===== config.mk =====
export PLATFORM = sky130hd
export DESIGN_NAME = vec_beat_streamer_flat
export DESIGN_NICKNAME = d
export VERILOG_FILES = /design/src/rtl/vecmac_pkg.sv /design/src/rtl/vec_beat_streamer_if.sv /design/src/rtl/vec_beat_streamer_beat_fifo.sv /design/src/rtl/vec_beat_streamer.sv /design/src/flat_wrapper.sv
export SDC_FILE = /design/constraint.sdc
export NUM_CORES = 1
export LEC_CHECK = 0
export ABC_AREA = 1
export CORE_MARGIN = 1
export CORE_UTILIZATION = 55
export CTS_CLUSTER_SIZE = 14
export DETAILED_ROUTE_END_ITERATION = 10
export PLACE_DENSITY = 0.85
export REMOVE_ABC_BUFFERS = 1
export SKIP_CTS_REPAIR_TIMING = 1
export SYNTH_ARGS = -nofsm -noshare
export SYNTH_HDL_FRONTEND = slang
export SYNTH_SLANG_ARGS = --single-unit

===== constraint.sdc =====
create_clock -name clk -period 19.65 [get_ports clk]
set_clock_uncertainty 0.15 [all_clocks]
set_input_delay 5.895 -clock clk [delete_from_list [all_inputs] [get_ports clk]]
set_output_delay 5.895 -clock clk [all_outputs]
set_load 0.005 [all_outputs]

===== src/rtl/vecmac_pkg.sv =====
// Shared definitions for the vector MAC datapath (streamer, adder tree, accumulator).
//   LANES  : int8 elements carried per beat
//   ELEM_W : element width in bits
//   BEATS  : beats per vector (1000 elements / LANES)
//   BEAT_W : packed width of one beat word, lane 0 in the low bits
//   state_e: sequencing states shared by the streaming blocks
package vecmac_pkg;

    localparam int unsigned LANES  = 4;
    localparam int unsigned ELEM_W = 8;
    localparam int unsigned BEATS  = 250;
    localparam int unsigned BEAT_W = LANES * ELEM_W;

    typedef enum logic [1:0] {
        IDLE  = 2'd0,
        RUN   = 2'd1,
        DRAIN = 2'd2
    } state_e;

endpackage


===== src/rtl/vec_beat_streamer_if.sv =====
// Valid/ready beat stream carrying one A word, one B word and a last flag per beat.
//   out_valid : beat available (master)
//   out_ready : downstream accepts beat (slave)
//   out_a     : A lanes, lane 0 in bits [ELEM_W-1:0] (master)
//   out_b     : B lanes, same packing (master)
//   out_last  : marks the final beat of a vector (master)
interface vec_beat_streamer_if import vecmac_pkg::*; ();

    logic              out_valid;
    logic              out_ready;
    logic [BEAT_W-1:0] out_a;
    logic [BEAT_W-1:0] out_b;
    logic              out_last;

    modport master (
        output out_valid,
        output out_a,
        output out_b,
        output out_last,
        input  out_ready
    );

    modport slave (
        input  out_valid,
        input  out_a,
        input  out_b,
        input  out_last,
        output out_ready
    );

endinterface


===== src/rtl/vec_beat_streamer_beat_fifo.sv =====
// Two-entry first-word-fall-through FIFO; the head entry is visible on dout while non-empty.
//   clk, rst : clock, asynchronous active-high reset
//   push/din : write request and data; a push on a full FIFO is accepted only with a pop
//   pop      : removes the head entry when non-empty
//   dout     : head entry
//   full, empty, count : occupancy status
module beat_fifo #(
    parameter int unsigned WIDTH = 65
) (
    input  logic             clk,
    input  logic             rst,
    input  logic             push,
    input  logic [WIDTH-1:0] din,
    input  logic             pop,
    output logic [WIDTH-1:0] dout,
    output logic             full,
    output logic             empty,
    output logic [1:0]       count
);

    logic [WIDTH-1:0] mem_q [2];
    logic             wr_ptr_q;
    logic             rd_ptr_q;
    logic [1:0]       count_q;
    logic             do_push;
    logic             do_pop;

    assign full    = (count_q == 2'd2);
    assign empty   = (count_q == 2'd0);
    assign count   = count_q;
    assign do_pop  = pop && !empty;
    // On full, the pushed word lands in the slot being vacated by the pop.
    assign do_push = push && (!full || pop);
    assign dout    = mem_q[rd_ptr_q];

    always_ff @(posedge clk or posedge rst) begin
        if (rst) begin
            mem_q[0] <= '0;
            mem_q[1] <= '0;
            wr_ptr_q <= 1'b0;
            rd_ptr_q <= 1'b0;
            count_q  <= 2'd0;
        end else begin
            if (do_push) begin
                mem_q[wr_ptr_q] <= din;
                wr_ptr_q        <= !wr_ptr_q;
            end
            if (do_pop) begin
                rd_ptr_q <= !rd_ptr_q;
            end
            case ({do_push, do_pop})
                2'b10:   count_q <= count_q + 2'd1;
                2'b01:   count_q <= count_q - 2'd1;
                default: count_q <= count_q;
            endcase
        end
    end

endmodule


===== src/rtl/vec_beat_streamer.sv =====
// Streams two int8 vectors (A, B) from synchronous-read buffers as BEATS beats of LANES
// elements over a valid/ready stream, sustaining one beat per cycle under backpressure.
//   clk, rst       : clock, asynchronous active-high reset
//   start          : command pulse, accepted only when idle
//   base_addr      : first beat address, sampled on accepted start
//   busy, done     : command in progress / one-cycle completion pulse
//   mem_rd_en      : read strobe shared by the A and B buffers
//   mem_addr       : read address (base_addr + beat index, wrapping)
//   mem_a_data/_b  : buffer words, valid one cycle after mem_rd_en
//   stream         : output beat stream (master side)
module vec_beat_streamer import vecmac_pkg::*; #(
    parameter int unsigned MEM_AW = 10
) (
    input  logic                clk,
    input  logic                rst,
    input  logic                start,
    input  logic [MEM_AW-1:0]   base_addr,
    output logic                busy,
    output logic                done,
    output logic                mem_rd_en,
    output logic [MEM_AW-1:0]   mem_addr,
    input  logic [BEAT_W-1:0]   mem_a_data,
    input  logic [BEAT_W-1:0]   mem_b_data,
    vec_beat_streamer_if.master stream
);

    localparam int unsigned IW     = $clog2(BEATS);
    localparam int unsigned FIFO_W = 2 * BEAT_W + 1;

    state_e              state_q, state_d;
    logic                busy_q;
    logic                done_q;
    logic                inflight_q;
    logic                inflight_last_q;
    logic [MEM_AW-1:0]   base_q;
    logic [IW-1:0]       issue_q;

    logic                start_ok;
    logic                pop;
    logic                last_pop;
    logic                last_issue;
    logic [2:0]          occ;
    logic [FIFO_W-1:0]   fifo_dout;
    logic                fifo_full;
    logic                fifo_empty;
    logic [1:0]          fifo_count;

    assign start_ok   = start && (state_q == IDLE) && !busy_q;
    assign pop        = stream.out_valid && stream.out_ready;
    assign last_pop   = pop && stream.out_last;
    // Words held or on their way back, after this cycle's pop; keeps the FIFO from overfilling
    // while still issuing every cycle when the consumer is always ready.
    assign occ        = {1'b0, fifo_count} + {2'b00, inflight_q} - {2'b00, pop};
    assign mem_rd_en  = (state_q == RUN) && (occ < 3'd2);
    assign last_issue = mem_rd_en && (issue_q == IW'(BEATS - 1));
    assign mem_addr   = base_q + MEM_AW'(issue_q);

    assign busy = busy_q;
    assign done = done_q;

    always_comb begin
        state_d = state_q;
        unique case (state_q)
            IDLE:    if (start_ok)   state_d = RUN;
            RUN:     if (last_issue) state_d = DRAIN;
            DRAIN:   if (last_pop)   state_d = IDLE;
            default: state_d = IDLE;
        endcase
    end

    always_ff @(posedge clk or posedge rst) begin
        if (rst) begin
            state_q         <= IDLE;
            busy_q          <= 1'b0;
            done_q          <= 1'b0;
            inflight_q      <= 1'b0;
            inflight_last_q <= 1'b0;
            base_q          <= '0;
            issue_q         <= '0;
        end else begin
            state_q         <= state_d;
            done_q          <= (state_q == DRAIN) && last_pop;
            inflight_q      <= mem_rd_en;
            inflight_last_q <= last_issue;
            if (start_ok) begin
                busy_q  <= 1'b1;
                base_q  <= base_addr;
                issue_q <= '0;
            end else begin
                if (done_q) begin
                    busy_q <= 1'b0;
                end
                if (mem_rd_en) begin
                    issue_q <= issue_q + 1'b1;
                end
            end
        end
    end

    beat_fifo #(
        .WIDTH (FIFO_W)
    ) u_fifo (
        .clk   (clk),
        .rst   (rst),
        .push  (inflight_q),
        .din   ({inflight_last_q, mem_b_data, mem_a_data}),
        .pop   (pop),
        .dout  (fifo_dout),
        .full  (fifo_full),
        .empty (fifo_empty),
        .count (fifo_count)
    );

    assign stream.out_valid = !fifo_empty;
    assign {stream.out_last, stream.out_b, stream.out_a} = fifo_dout;

    // The issue rule guarantees a returning word always finds room.
    assert property (@(posedge clk) disable iff (rst) !(inflight_q && fifo_full && !pop));

endmodule


===== src/flat_wrapper.sv =====
// flat-port wrapper written by rule: the top's interface ports become plain ports
module vec_beat_streamer_flat import vecmac_pkg::*;
#(
    parameter int unsigned MEM_AW = 10
)
  (clk, rst, start, base_addr, busy, done, mem_rd_en, mem_addr, mem_a_data, mem_b_data, stream_out_valid, stream_out_a, stream_out_b, stream_out_last, stream_out_ready);
  vec_beat_streamer_if stream_i ();
  input  logic clk;
  input  logic rst;
  input  logic start;
  input  logic [MEM_AW-1:0] base_addr;
  output logic busy;
  output logic done;
  output logic mem_rd_en;
  output logic [MEM_AW-1:0] mem_addr;
  input  logic [BEAT_W-1:0] mem_a_data;
  input  logic [BEAT_W-1:0] mem_b_data;
  output wire logic [$bits(stream_i.out_valid)-1:0] stream_out_valid;
  output wire logic [$bits(stream_i.out_a)-1:0] stream_out_a;
  output wire logic [$bits(stream_i.out_b)-1:0] stream_out_b;
  output wire logic [$bits(stream_i.out_last)-1:0] stream_out_last;
  input wire logic [$bits(stream_i.out_ready)-1:0] stream_out_ready;
  assign stream_out_valid = stream_i.out_valid;
  assign stream_out_a = stream_i.out_a;
  assign stream_out_b = stream_i.out_b;
  assign stream_out_last = stream_i.out_last;
  assign stream_i.out_ready = stream_out_ready;
  vec_beat_streamer #(.MEM_AW(MEM_AW)) u_core (.clk(clk), .rst(rst), .start(start), .base_addr(base_addr), .busy(busy), .done(done), .mem_rd_en(mem_rd_en), .mem_addr(mem_addr), .mem_a_data(mem_a_data), .mem_b_data(mem_b_data), .stream(stream_i));
endmodule

==> qor.yml, run 1 <==
drv_cap: 0
timing.final.crit_share_pct: 74.1
synthCells: 932
post-dp-hpwl_mm: 10.7
drc: 0
cts_max_path_buffers: 2
diodes: 0
n_fill_cell: 1034
netlist_area_um2: 7470
via_per_inst: 5.06
nets: 1160
htreeDepth: 4
num_rows: 42
critPathMaxStageDelay_ns: 0.53
worst_setup_path_end_kind: "output pin"
gr-usage-all-layers_pct: 26.3
area_growth_pct: 29.7
fin_hold_ws_ns: 0.329
clk_latency_ns: 0.42
initial_core_util_pct: 56.4
worstSetupStartpointType: "input pin"
path_cells: "clkdlybuf4s50_1 > inv_1 > a21oi_1 > ha_1 > or2_2 > fa_1 > nand3_1 > nor2_1 > buf_4 > clkdlybuf4s50_1"
ys_types: 27
synth_compound_area_share_pct: 11.5
core_area_um2: 13200
numCtsBuffers: 17
relSlewSlack_pct: 25.0
synthTopCellsByArea: "dfrtp_1, nand2_1, inv_1, o21ai_0, o21ai_2"
drv_slew: 0
timing_worst_setup_path_type: "input pin to output pin"
fin_crit_ns: 14.56
synth_edf_count: 0
tightestPinTransition_ns: 1.13
netlist.area_leader.share_pct: 52.9
grt_max_degree: 131
crit_buf_inv: 4
drive_gt1_share_pct: 6.38
path_clk_slew_ns: 0.06
setup_viol: 0
leakagePower_nw: 4.99
io_buffer_count: 156
critPathSlowestCell: "clkdlybuf4s50_1"
yosysMostFrequentCell: "nand2_1"
gp_congestion: 0.911
die_area_um2: 14100
synthTopCellsByCount: "nand2_1, dfrtp_1, inv_1"
yosys.area_share.simple_pct: 23.4
yosysTopAreaCell: "dfrtp_1"
outcome: "complete, no violations"
synth.avg_cell_area_um2: 8.02
path_delay_family: "buffers and inverters"
yosys_warnings: 0
io_pins: 157
rsz0062_at_grt: "false"
totalWireLength_mm: 17.1
critical_path.max_fanout: 16
clock-sinks: 158
cpMostUsedCell: "clkdlybuf4s50_1"
yosysSeqAreaShare_pct: 52.9
synth_fa_ha_area_share_pct: 2.54
dr.first_iter.drc_count: 585
synth_top_family_by_area: "simple AND/OR/NAND/NOR gates"
die_w_um: 119
worstPathRequired_ns: 13.61
cp.arrival_ns: 8.52
hold_path.class: "flop to flop"
ys.flop_type: "dfrtp_1"
synth-seq-cells: 158
grt.overflow.total: 0
vias: 6356
async_reset_ff_share_pct: 100
first_pass_iters: 6
antenna_found_initial: 0
root_buffer: "clkbuf_16"
grt_pass1_vias: 6105
cts_tree: "yes"
wl_per_cell_um: 13.6
ir_drop_mv: 0.0564
finalSetupTns_ns: 0
grt_pass1_wl_mm: 29.1
p_per_area_nw_per_um2: 79.8
muxShareOfSynthArea_pct: 0
dieHeight_um: 119
hold_viol: 0
detail-route-antenna-nets: 0
rrSetupSlack_ns: 16.89
fmax_ghz: 0.0687
synth_xor_area_share_pct: 0.937
==> state kept, by name, indices dropped and copies added (netlist names) <==
register,count
u_core.base_q,10
u_core.busy,1
u_core.done,1
u_core.inflight_last_q,1
u_core.inflight_q,1
u_core.issue_q,8
u_core.state_q,2
u_core.u_fifo.count,2
u_core.u_fifo.mem_q,130
u_core.u_fifo.rd_ptr_q,1
u_core.u_fifo.wr_ptr_q,1
==> routing by layer <==
metal	up-vias	share of wire, %	GRT usage (%)	wire length (um)
met3	32	5.8	5.21	997
met2	223	49	43.3	8350
li1	3151	-	-	-
met5	-	0	0	0
met1	2950	43	34.1	7400
met4	0	2.2	10.8	380
==> final timing paths <==
check,startpoint,endpoint,cells after the start
min in group asynchronous,rst,u_core.base_q[9],2
worst min-delay path,u_core.u_fifo.mem_q[82],u_core.u_fifo.mem_q[82],2
worst max-delay path,stream_out_ready,mem_rd_en,10
worst min register to register,u_core.u_fifo.mem_q[82],u_core.u_fifo.mem_q[82],2
max in group asynchronous,rst,u_core.u_fifo.mem_q[38],3
worst max register to register,u_core.u_fifo.count[1],u_core.state_q[0],11
==> through the flow <==
| stage | power (mW) | utilization (%) | instances | worst slack [ns] | instance area (um^2) |
|---|---|---|---|---|---|
| final | 0.773 | 73.2 | 1257 | 5.09 | 9690 |
| after global routing | 0.807 | 73.2 | 1257 | 4.98 | 9690 |
| after CTS | 0.780 | 73.2 | 1257 | 5.10 | 9690 |
| after detailed placement | 0.439 | 68.5 | 1225 | 5.11 | 9070 |
| after global placement | 0.438 | 68.5 | 1225 | 5.14 | 9070 |
| after floorplan | 0.389 | - | 886 | 5.94 | 7210 |
==> layout by cell type, fill, tap and decap left out, types with 12 or more instances in the layout <==
cell / n
nand2_1: 411
dfrtp_1: 157
clkdlybuf4s50_1: 156
inv_1: 100
o21ai_0: 73
o21ai_1: 39
o21ai_2: 26
clkbuf_16: 17
nand3_1: 16
nor2_1: 12
ha_1: 12
==> final cells by class <==
type | instances | area (um^2) | share of cell area, %
Clock buffer | 28 | 527 | 5.44
Tap cell | 176 | 220 | 2.27
Sequential cell | 158 | 3960 | 40.8
Multi-Input combinational cell | 625 | 2890 | 29.8
Clock inverter | 4 | 97.6 | 1.01
Timing Repair Buffer | 163 | 1610 | 16.7
Inverter | 103 | 392 | 4.04
==> where the power goes <==
part / internal [mW] / total, mW / leakage [nW] / switching (mW)
registers: 0.329 / 0.333 / 2.16 / 0.00395
clock network: 0.220 / 0.340 / 0.301 / 0.120
logic: 0.0287 / 0.0999 / 2.52 / 0.0711
total: 0.578 / 0.773 / 4.99 / 0.195
==> cells by family (layout without fill, tap and decap cells) <==
family | count (synthesis) | in the layout
buf+inv | 149 | 298
simple gates | 452 | 452
xor+xnor | 8 | 8
flops | 158 | 158
fa+ha+maj | 14 | 14
compound gates | 151 | 151
==> worst min-delay path, cell delays in order (launching register included) <==
cell	delay [ns]
dfrtp_1	0.34
nand2_1	0.06
o21ai_2	0.05
No activity file was read; power rests on OpenSTA's default activity.
==> run 2, diff against run 1 <==
--- a/config.mk
+++ b/config.mk
@@ -7,10 +7,10 @@
 export LEC_CHECK = 0
 export ABC_AREA = 1
 export CORE_MARGIN = 1
-export CORE_UTILIZATION = 55
+export CORE_UTILIZATION = 51
 export CTS_CLUSTER_SIZE = 14
 export DETAILED_ROUTE_END_ITERATION = 10
-export PLACE_DENSITY = 0.85
+export PLACE_DENSITY = 0.8
 export REMOVE_ABC_BUFFERS = 1
 export SKIP_CTS_REPAIR_TIMING = 1
 export SYNTH_ARGS = -nofsm -noshare
==> constraint.sdc (replaced) <==
create_clock -name clk -period 13.4 [get_ports clk]
set_clock_uncertainty 0.15 [all_clocks]
set_input_delay 4.02 -clock clk [delete_from_list [all_inputs] [get_ports clk]]
set_output_delay 4.02 -clock clk [all_outputs]
set_load 0.005 [all_outputs]
==> qor.yml, run 2 (same netlist as run 1, synthesis figures left out) <==
clk_latency_ns: 0.42
min_path_cells: 1
via_per_inst: 4.96
tightestPinTransition_ns: 1.08
outcome: "complete, no violations"
detail-route-antenna-nets: 0
core_area_um2: 14100
drive_gt1_share_pct: 6.85
final_cell_mix: "nand2_1, dfrtp_1, clkdlybuf4s50_1"
timing.final.crit_share_pct: 80.2
critPathMaxStageDelay_ns: 0.52
wl_per_cell_um: 13.1
drc: 0
path_delay_family: "buffers and inverters"
first_pass_iters: 5
grt_max_degree: 114
cts_tree: "yes"
dp_slack_ns: 2.64
timing_worst_setup_path_type: "input pin to output pin"
rrSetupSlack_ns: 10.69
hold_viol: 0
antenna_found_initial: 0
setup_viol: 0
drv_slew: 0
htreeDepth: 4
critPathSlowestCell: "clkdlybuf4s50_1"
reg2reg_from: "u_core.u_fifo.count[1]"
nets: 1160
gr-usage-all-layers_pct: 23.6
die_area_um2: 15100
finalSetupTns_ns: 0
fmax_ghz: 0.0931
die_w_um: 123
worst_setup_path_end_kind: "output pin"
cts_max_path_buffers: 2
ir_drop_mv: 0.0885
final_common_cell: "nand2_1"
totalWireLength_mm: 16.5
hold_path.class: "flop to flop"
vias: 6251
relSlewSlack_pct: 28.2
rsz0062_at_grt: "false"
worstReg2RegEnd: "u_core.issue_q[1]"
leakagePower_nw: 4.98
path_clk_slew_ns: 0.06
p_per_area_nw_per_um2: 117
root_buffer: "clkbuf_16"
dieHeight_um: 123
grt.overflow.total: 0
worst_hold_path.endpoint: "u_core.done"
cp.arrival_ns: 6.57
worstHoldStart: "u_core.state_q[0]"
path_cells: "clkdlybuf4s50_1 > inv_1 > a21oi_1 > ha_1 > or2_2 > fa_1 > nand3_1 > nor2_1 > buf_4 > clkdlybuf4s50_1"
worst_slack_ns: 2.66
fin_crit_ns: 10.74
num_rows: 43
post-dp-hpwl_mm: 10.6
initial_core_util_pct: 53.0
grt_pass1_vias: 5799
io_buffer_count: 156
dr.first_iter.drc_count: 541
worstPathRequired_ns: 9.23
crit_buf_inv: 4
power_mw: 1.13
top_regs: "u_core.u_fifo.mem_q (130), u_core.base_q (10), u_core.issue_q (8)"
largest_reg_flops: 130
numCtsBuffers: 17
fin_hold_ws_ns: 0.316
grt_pass1_wl_mm: 27.6
io_pins: 157
ff2ff_path_depth: 13
cpMostUsedCell: "clkdlybuf4s50_1"
clock-sinks: 158
drv_cap: 0
critical_path.max_fanout: 16
diodes: 0
area_growth_pct: 29.6
top_register: "u_core.u_fifo.mem_q"
worstSetupStartpointType: "input pin"
gp_congestion: 0.864
-- run 2: changes by cell type in the layout (fill, tap and decap cells not counted), sizes merged --
cell and change:
clkbuf -11, clkinv +6, inv +3, clkinvlp +2
-- run 2: stage by stage --
step           instances  area [um^2]  util [%]
2_1_floorplan        886         7210         -
3_3_place_gp        1229         9070      64.4
3_5_place_dp        1229         9070      64.4
4_1_cts             1261         9690      68.7
5_1_grt             1261         9690      68.7
6_report            1261         9690      68.7
-- run 2: layout make-up --
cell class / count / area (um^2)
Fill cell: 1160 / 4410
Sequential cell: 158 / 3960
Multi-Input combinational cell: 625 / 2890
Timing Repair Buffer: 163 / 1610
Clock buffer: 17 / 425
Inverter: 103 / 392
Tap cell: 180 / 225
Clock inverter: 15 / 188
-- run 2: power by group --
part,leakage (nW),internal [mW],switching [mW],total (mW)
sequential,2.16,0.482,0.00549,0.488
combinational,2.52,0.0416,0.102,0.144
clock,0.290,0.295,0.201,0.497
total,4.98,0.819,0.309,1.13
-- run 2: worst max-delay path by stage --
stage | start | end | slack (ns) | cells past startpoint
after floorplan | stream_out_ready | mem_rd_en | 3.44 | 7
after global routing | stream_out_ready | mem_rd_en | 2.53 | 10
after CTS | stream_out_ready | mem_rd_en | 2.64 | 10
final | stream_out_ready | mem_rd_en | 2.66 | 10
after global placement | stream_out_ready | mem_rd_en | 2.64 | 10
after detailed placement | stream_out_ready | mem_rd_en | 2.64 | 10
-- run 2: layer usage --
| metal | global-route usage (%) | vias to the layer above | wire length (um) |
|---|---|---|---|
| met5 | 0 | - | 0 |
| met4 | 7.98 | 0 | 239 |
| met3 | 5.03 | 22 | 952 |
| met2 | 37.9 | 171 | 7770 |
| met1 | 31.8 | 2905 | 7580 |
| li1 | - | 3153 | - |
==> run 3, diff against run 2 <==
==> constraint.sdc (replaced) <==
create_clock -name clk -period 11.1 [get_ports clk]
set_clock_uncertainty 0.15 [all_clocks]
set_input_delay 3.33 -clock clk [delete_from_list [all_inputs] [get_ports clk]]
set_output_delay 3.33 -clock clk [all_outputs]
set_load 0.005 [all_outputs]
==> qor.yml, run 3 (same netlist as run 1, synthesis figures left out) <==
outcome: "complete, no violations"
via_per_inst: 5.00
rsz0062_at_grt: "false"
io_buffer_count: 156
core_area_um2: 14100
gr-usage-all-layers_pct: 24.1
fmax_ghz: 0.106
clkPwrFrac_pct: 45.7
worstPathRequired_ns: 7.62
io_pins: 157
p_seq_share_pct: 41.8
clock-sinks: 158
relSlewSlack_pct: 35.7
worst_setup_path_end_kind: "output pin"
initial_core_util_pct: 53.0
die_area_um2: 15100
antenna_found_initial: 0
leakagePower_nw: 5.01
grt_max_degree: 82
gp_congestion: 0.848
final_cell_mix: "nand2_1, dfrtp_1, clkdlybuf4s50_1"
timing_worst_setup_path_type: "input pin to output pin"
power.share.combinational_pct: 12.5
worstSetupStartpointType: "input pin"
grt_pass1_wl_mm: 28.1
drv_slew: 0
diodes: 0
ir_drop_mv: 0.0935
finalSetupTns_ns: 0
final_cells: 1261
dp_cells: 1229
drive_gt1_share_pct: 6.75
fin_util_pct: 69.0
dieHeight_um: 123
htreeDepth: 4
hold_path.class: "flop to flop"
root_buffer: "clkbuf_16"
fin_crit_ns: 9.42
num_rows: 43
detail-route-antenna-nets: 0
cp.arrival_ns: 5.94
vias: 6305
post-dp-hpwl_mm: 10.9
cts_max_path_buffers: 2
p_int_mw: 1.05
largest_reg_flops: 130
first_pass_iters: 5
top_regs: "u_core.u_fifo.mem_q (130), u_core.base_q (10), u_core.issue_q (8)"
grt_pass1_vias: 5954
netSwitchingFraction_pct: 25.5
dr.first_iter.drc_count: 539
final_common_cell: "nand2_1"
p_per_area_nw_per_um2: 145
nets: 1160
wl_per_cell_um: 13.6
top_register: "u_core.u_fifo.mem_q"
tightestPinTransition_ns: 0.965
fin_area_um2: 9730
path_clk_slew_ns: 0.06
cts_tree: "yes"
power.switching_uw: 359
hold_viol: 0
timing.final.crit_share_pct: 84.9
grt.overflow.total: 0
fin_hold_ws_ns: 0.325
die_w_um: 123
setup_viol: 0
place_area_um2: 9070
numCtsBuffers: 17
critical_path.max_fanout: 16
area_growth_pct: 30.2
totalWireLength_mm: 17.2
drc: 0
clk_latency_ns: 0.42
drv_cap: 0
## run 3: changes by cell type in the layout (fill, tap and decap cells not counted)
cell        change
clkinvlp_4      -2
inv_6           -3
clkbuf_1        +1
clkinv_4        -4
clkinv_2        +3
clkbuf_8        +3
bufinv_16       +2
## run 3: power by group through the flow
stage | clock network, mW | logic, mW | registers (mW)
4_1_cts | 0.650 | 0.178 | 0.589
6_report | 0.644 | 0.176 | 0.589
5_1_grt | 0.674 | 0.194 | 0.589
2_1_floorplan | 0 | 0.0686 | 0.620
3_3_place_gp | 0 | 0.176 | 0.599
3_5_place_dp | 0 | 0.177 | 0.599
## run 3: routing by layer
layer,track usage [%],vias up,routed length (um)
li1,-,3149,-
met1,31.7,2946,7740
met2,39.4,185,8120
met3,4.94,25,1020
met4,9.41,0,333
met5,0,-,0
## run 3: worst max-delay path: stages
cell and delay (ns):
clkdlybuf4s50_1 0.46, inv_1 0.07, a21oi_1 0.12, ha_1 0.25, or2_2 0.31, fa_1 0.49
nand3_1 0.08, nor2_1 0.10, buf_4 0.21, clkdlybuf4s50_1 0.53
## run 3: path summary, 6_finish.rpt
path                                             to  slack [ns]  depth (start not counted)                    from
hold / removal                          u_core.busy        0.33                          1             u_core.done
max in group asynchronous  u_core.u_fifo.mem_q[105]        6.04                          3                     rst
min in group asynchronous   u_core.u_fifo.mem_q[54]        3.26                          2                     rst
hold reg to reg                         u_core.busy        0.33                          1             u_core.done
setup / recovery                          mem_rd_en        1.68                         10        stream_out_ready
setup reg to reg                  u_core.state_q[0]        8.35                         11  u_core.u_fifo.count[1]
## run 3: final cells by class
cell class                      count  area (um^2)
Fill cell                        1149         4370
Timing Repair Buffer              163         1610
Sequential cell                   158         3960
Clock buffer                       21          470
Inverter                          103          392
Clock inverter                     11          186
Multi-Input combinational cell    625         2890
Tap cell                          180          225
## run 3: metrics by stage
stage,worst slack (ns),power [mW]
floorplan,2.52,0.689
global placement,1.72,0.775
detailed placement,1.69,0.777
CTS,1.67,1.42
global route,1.52,1.46
finish,1.68,1.41
